==> src/rtl/debug_unit.sv <==
// Host-side debug controller for the MIPS pipeline. It runs or single-steps the CPU on UART
// commands, then streams the PC, register file and data memory out MSB-first, byte by byte.
module debug_unit #(
    parameter int LEN            = 32,
    parameter int N_REGS         = 32,
    parameter int N_MEM_WORDS    = 32,
    parameter int MEM_ADDR_SHIFT = 2
) (
    input  logic           clk,
    input  logic           reset,
    input  logic [7:0]     rx_data,
    input  logic           rx_done,
    input  logic           tx_done,
    output logic           tx_start,
    output logic [7:0]     tx_data,
    input  logic [LEN-1:0] in_pc,
    input  logic [LEN-1:0] in_reg_data,
    input  logic [LEN-1:0] in_mem_data,
    input  logic           in_halt_flag,
    output logic           out_cpu_enable,
    output logic           out_debug_flag,
    output logic [LEN-1:0] out_addr_debug
);
    localparam int RW = (N_REGS > 1) ? $clog2(N_REGS) : 1;
    localparam int MW = (N_MEM_WORDS > 1) ? $clog2(N_MEM_WORDS) : 1;
    localparam logic [RW-1:0] REG_LAST = RW'(N_REGS - 1);
    localparam logic [MW-1:0] MEM_LAST = MW'(N_MEM_WORDS - 1);

    typedef enum logic [3:0] {
        S_IDLE, S_RUN, S_STEP, S_DUMP_PC, S_SEND, S_WAIT_TX, S_SET_ADDR, S_WAIT_RD, S_LOAD
    } state_t;
    typedef enum logic [1:0] {W_PC, W_REG, W_MEM} word_t;

    state_t          state_q, state_d;
    word_t           phase_q, phase_d;
    logic [RW-1:0]   reg_idx_q, reg_idx_d;
    logic [MW-1:0]   mem_idx_q, mem_idx_d;
    logic [1:0]      byte_q, byte_d;
    logic [LEN-1:0]  shift_q, shift_d;
    logic [LEN-1:0]  addr_q, addr_d;
    logic [7:0]      tx_data_q, tx_data_d;
    logic            tx_start_q, tx_start_d;
    logic            en_q, en_d;
    logic            dbg_q, dbg_d;

    always_ff @(posedge clk or negedge reset) begin
        if (!reset) begin
            state_q    <= S_IDLE;
            phase_q    <= W_PC;
            reg_idx_q  <= '0;
            mem_idx_q  <= '0;
            byte_q     <= '0;
            shift_q    <= '0;
            addr_q     <= '0;
            tx_data_q  <= '0;
            tx_start_q <= 1'b0;
            en_q       <= 1'b0;
            dbg_q      <= 1'b0;
        end else begin
            state_q    <= state_d;
            phase_q    <= phase_d;
            reg_idx_q  <= reg_idx_d;
            mem_idx_q  <= mem_idx_d;
            byte_q     <= byte_d;
            shift_q    <= shift_d;
            addr_q     <= addr_d;
            tx_data_q  <= tx_data_d;
            tx_start_q <= tx_start_d;
            en_q       <= en_d;
            dbg_q      <= dbg_d;
        end
    end

    always_comb begin
        state_d    = state_q;
        phase_d    = phase_q;
        reg_idx_d  = reg_idx_q;
        mem_idx_d  = mem_idx_q;
        byte_d     = byte_q;
        shift_d    = shift_q;
        addr_d     = addr_q;
        tx_data_d  = tx_data_q;
        tx_start_d = 1'b0;
        en_d       = en_q;
        dbg_d      = dbg_q;
        case (state_q)
            S_IDLE: begin
                if (rx_done && (rx_data == 8'h63 || rx_data == 8'h73)) begin
                    if (in_halt_flag) begin
                        state_d = S_DUMP_PC;
                    end else begin
                        en_d    = 1'b1;
                        state_d = (rx_data == 8'h63) ? S_RUN : S_STEP;
                    end
                end
            end
            S_RUN: begin
                if (in_halt_flag || (rx_done && rx_data == 8'h70)) begin
                    en_d    = 1'b0;
                    state_d = S_DUMP_PC;
                end
            end
            S_STEP: begin
                en_d    = 1'b0;
                state_d = S_DUMP_PC;
            end
            S_DUMP_PC: begin
                shift_d   = in_pc;
                dbg_d     = 1'b1;
                byte_d    = '0;
                phase_d   = W_PC;
                reg_idx_d = '0;
                mem_idx_d = '0;
                state_d   = S_SEND;
            end
            S_SEND: begin
                tx_data_d  = shift_q[LEN-1 -: 8];
                tx_start_d = 1'b1;
                state_d    = S_WAIT_TX;
            end
            S_WAIT_TX: begin
                if (tx_done) begin
                    shift_d = shift_q << 8;
                    byte_d  = byte_q + 2'd1;
                    if (byte_q != 2'd3) begin
                        state_d = S_SEND;
                    end else begin
                        // Word finished: pick the next word; the last memory word ends the dump.
                        state_d = S_SET_ADDR;
                        case (phase_q)
                            W_PC:  phase_d = W_REG;
                            W_REG: begin
                                if (reg_idx_q == REG_LAST) phase_d = W_MEM;
                                else reg_idx_d = reg_idx_q + 1'b1;
                            end
                            default: begin
                                if (mem_idx_q == MEM_LAST) begin
                                    dbg_d   = 1'b0;
                                    addr_d  = '0;
                                    state_d = S_IDLE;
                                end else begin
                                    mem_idx_d = mem_idx_q + 1'b1;
                                end
                            end
                        endcase
                    end
                end
            end
            S_SET_ADDR: begin
                addr_d  = (phase_q == W_REG) ? LEN'(reg_idx_q)
                                             : (LEN'(mem_idx_q) << MEM_ADDR_SHIFT);
                state_d = S_WAIT_RD;
            end
            S_WAIT_RD: state_d = S_LOAD;
            S_LOAD: begin
                shift_d = (phase_q == W_REG) ? in_reg_data : in_mem_data;
                state_d = S_SEND;
            end
            default: state_d = S_IDLE;
        endcase
    end

    assign tx_start       = tx_start_q;
    assign tx_data        = tx_data_q;
    assign out_cpu_enable = en_q;
    assign out_debug_flag = dbg_q;
    assign out_addr_debug = addr_q;
endmodule

==> config.mk <==
export PLATFORM = sky130hd
export DESIGN_NAME = debug_unit
export DESIGN_NICKNAME = d
export VERILOG_FILES = /design/src/rtl/debug_unit.sv
export SDC_FILE = /design/constraint.sdc
export NUM_CORES = 1
export LEC_CHECK = 0
export ABC_AREA = 1
export ABC_CLOCK_PERIOD_IN_PS = 2000
export CORE_ASPECT_RATIO = 0.9
export CORE_UTILIZATION = 46
export CTS_CLUSTER_SIZE = 14
export DETAILED_ROUTE_END_ITERATION = 10
export GPL_ROUTABILITY_DRIVEN = 1
export PLACE_DENSITY = 0.84
export SYNTH_ARGS = -nofsm -noshare
export SYNTH_HDL_FRONTEND = slang
export SYNTH_SLANG_ARGS = --single-unit
==> constraint.sdc <==
create_clock -name clk -period 2 [get_ports clk]
set_clock_uncertainty 0.2 [all_clocks]
set_input_delay 0.5 -clock clk [delete_from_list [all_inputs] [get_ports clk]]
set_output_delay 0.5 -clock clk [all_outputs]
set_load 0.03 [all_outputs]
==> results.cfg <==
[synth]
synth_edf_count = 0
synth_area_sq_mm = 0.004297
synth-seq-cells = 68
ys_types = 28
ys_seq_area_frac = 0.3960
synthArstFlopShare = 1.000
synth_warnings = 0
synth_flop_cell = dfrtp_1
synth_area_per_cell_sq_um = 6.620
synth_cells = 649

[placement]
gp_congestion = 0.8771
dpl.hpwl_mm = 8.486
portBuffers = 126

[grt]
grtUsageTotal = 0.2355
grt_pass1_wl_mm = 18.62
grt_max_degree = 69
grt_pass1_vias = 4186
globalRouteOverflowTotal = 0
antenna_found_initial = 0

[pwr]
swShare = 0.4470
power_frac_seq = 0.323
leakage_nw = 3.059
power.total_mw = 6.869
vdd_drop_max_v = 0.0005983
cellPowerDensity_mw_per_mm2 = 1165
clockPowerShare = 0.156
switching_power_mw = 3.070
p_int_mw = 3.798
p_comb_frac = 0.521

[layout]
layout.nets = 894
drive_above_1_share = 0.07134
syn2layout_area_growth_pct = 37.22
diodes = 0
final_util = 0.6490

[cts]
cts_tree = yes
htreeDepth = 3
cts_made_buffers = 9
cts_num_sinks = 68
clkLatencyLatePin_ns = 0.33
path_clk_slew_ns = 0.07
cts_buffer_depth = 2
cts_root_buf = clkbuf_8

[min_path]
hold_path_class = reg2reg

[timing]
tns_ns = 0
layout_worst_path_cycle_share = 0.9623
drv_slew = 0
max_freq_mhz = 519.6
hold_viol_final = 0
finalSetupViolCount = 0
fin_crit_ns = 1.925

[die]
die_area_sq_mm = 0.009732
ioPinCount = 152
die_w_um = 103.9
coreArea_sq_mm = 0.009084
start_util = 0.4730
fp.dieH_um = 93.69
rows = 33

[routing]
drcViolationCount = 0
drt_first_pass_iters = 5
num_vias = 4510
routed_wl_mm = 11.35
wl_per_cell_um = 12.51
via_per_inst = 4.972
drtIter0Drc = 295
postRouteAntennaNets = 0

[worst_setup_path]
arrival_ns = 1.94
worstPathMaxFanout = 5
endpoint_kind = flip-flop
crit_path_start_kind = flip-flop
crit_type = reg2reg
cp_data_required_time_ns = 2.02

[flow_run]
maxCapViolations = 0

[run_status]
outcome = complete, no violations
-- flip-flops by register name (all words and copies together), names as in the netlist --
| signal | flops |
|---|---|
| byte_q | 2 |
| mem_idx_q | 5 |
| out_addr_debug | 7 |
| out_cpu_enable | 1 |
| out_debug_flag | 1 |
| phase_q | 2 |
| reg_idx_q | 5 |
| shift_q | 32 |
| state_q | 4 |
| tx_data | 8 |
| tx_start | 1 |
-- power by group through the flow --
stage | clock [mW] | combinational (mW) | sequential (mW)
floorplan | 0 | 2.16 | 2.47
global placement | 0 | 3.48 | 2.21
detailed placement | 0 | 3.60 | 2.24
CTS | 1.09 | 3.51 | 2.21
global route | 1.16 | 4.00 | 2.29
finish | 1.07 | 3.58 | 2.22
-- cell type report --
class	count	area (sq um)
Fill cell	787	3188
Tap cell	122	152.6
Clock inverter	5	52.55
Timing Repair Buffer	149	1459
Inverter	38	142.6
Multi-Input combinational cell	514	2255
Clock buffer	11	131.4
Sequential cell	68	1703
-- Yosys cell counts (2+ instances only) --
library cell | n | share of area
buf_2 | 15 | 0.017
o21ai_1 | 16 | 0.019
inv_2 | 4 | 0.0035
ha_1 | 5 | 0.015
xor2_1 | 3 | 0.0061
buf_4 | 30 | 0.052
nand3_1 | 81 | 0.094
dfrtp_1 | 68 | 0.40
nand2_2 | 2 | 0.0029
o21ai_0 | 15 | 0.017
nand3_2 | 3 | 0.0070
clkbuf_1 | 8 | 0.0070
inv_1 | 34 | 0.030
o211ai_1 | 3 | 0.0052
nor3_1 | 2 | 0.0023
nand2_1 | 317 | 0.28
nand4_1 | 3 | 0.0044
or2_0 | 2 | 0.0029
nor2_1 | 29 | 0.025
-- worst paths after layout --
path / startpoint / end / slack (ns) / cells past startpoint
worst max-delay path: reg_idx_q[0]$_DFFE_PN0P_ / reg_idx_q[4]$_DFFE_PN0P_ / 0.08 / 7
worst min-delay path: tx_data[6]$_DFFE_PN0N_ / tx_data[6]$_DFFE_PN0N_ / 0.27 / 2
worst max register to register: reg_idx_q[0]$_DFFE_PN0P_ / reg_idx_q[4]$_DFFE_PN0P_ / 0.08 / 7
worst min register to register: tx_data[6]$_DFFE_PN0N_ / tx_data[6]$_DFFE_PN0N_ / 0.27 / 2
max in group asynchronous: reset / byte_q[0]$_DFFE_PN0P_ / 0.79 / 3
min in group asynchronous: reset / out_addr_debug[3]$_DFFE_PN0P_ / 0.50 / 3
-- routing by layer --
metal  global-route usage  vias to the layer above  part of all wire  routed length, um
li1                     -                     2247                 -                  -
met1               0.2912                     2058              0.42               4756
met2               0.4178                      188              0.50               5713
met3              0.03606                       17             0.065                739
met4              0.08929                        0             0.012                137
met5                    0                        -                 0                  0
-- layout by cell type, fill, tap and decap left out, drive strengths merged --
cell and instances:
dlygate4sd3 1, and3 1, clkdlybuf4s50 107, nand3 85, nand4 3, o21ai 33
nand2 319, ha 5, clkbuf 11, o211ai 3, xor2 3, clkinv 3
bufinv 1, dfrtp 68, mux2i 1, dlygate4sd2 18, a21oi 1, clkinvlp 1
buf 23, nor3b 1, nor3 2, nor2 30, inv 38, or2 2
conb 25
-- timing repair --
| item | 4_1_cts | 5_1_grt |
|---|---|---|
| setup buffers | 0 | 1 |
| hold buffers | 1 | 0 |
| endpoints found under the setup margin | 18 | 49 |
| gates resized for setup | 18 | 9 |
| pin swaps | 0 | 3 |
| cloned | 0 | 1 |
| hold endpoints to repair | 59 | 0 |
-- worst max-delay path, stage by stage, from the launching register on --
cell and delay (ns):
dfrtp_1 0.42, ha_1 0.24, and3_1 0.19, ha_1 0.22, o21ai_2 0.21, nand3_2 0.16, nand2_1 0.09, o21ai_0 0.07
-- kinds of logic after synthesis --
kind of cell / synth area share
and+or+nand+nor: 0.4208
buffers and inverters: 0.1109
DFF: 0.3960
AOI/OAI and AO/OA: 0.04834
adders and majority gates: 0.01456
xor gates and xnor gates: 0.006116
other: 0.0008728
muxes: 0.002330
-- metrics by stage --
step / setup WS [ns] / cells / area (sq um) / hold WS, ns
2_1_floorplan: 0.2206 / 673 / 4387 / 0.004409
3_3_place_gp: -0.03231 / 888 / 5672 / 0.2549
3_5_place_dp: -0.1492 / 888 / 5672 / 0.2580
4_1_cts: 0.02989 / 905 / 5843 / 0.2701
5_1_grt: -0.001660 / 907 / 5896 / 0.2895
6_report: 0.07531 / 907 / 5896 / 0.2690
Note: power is estimated with default switching activity, not from simulation.
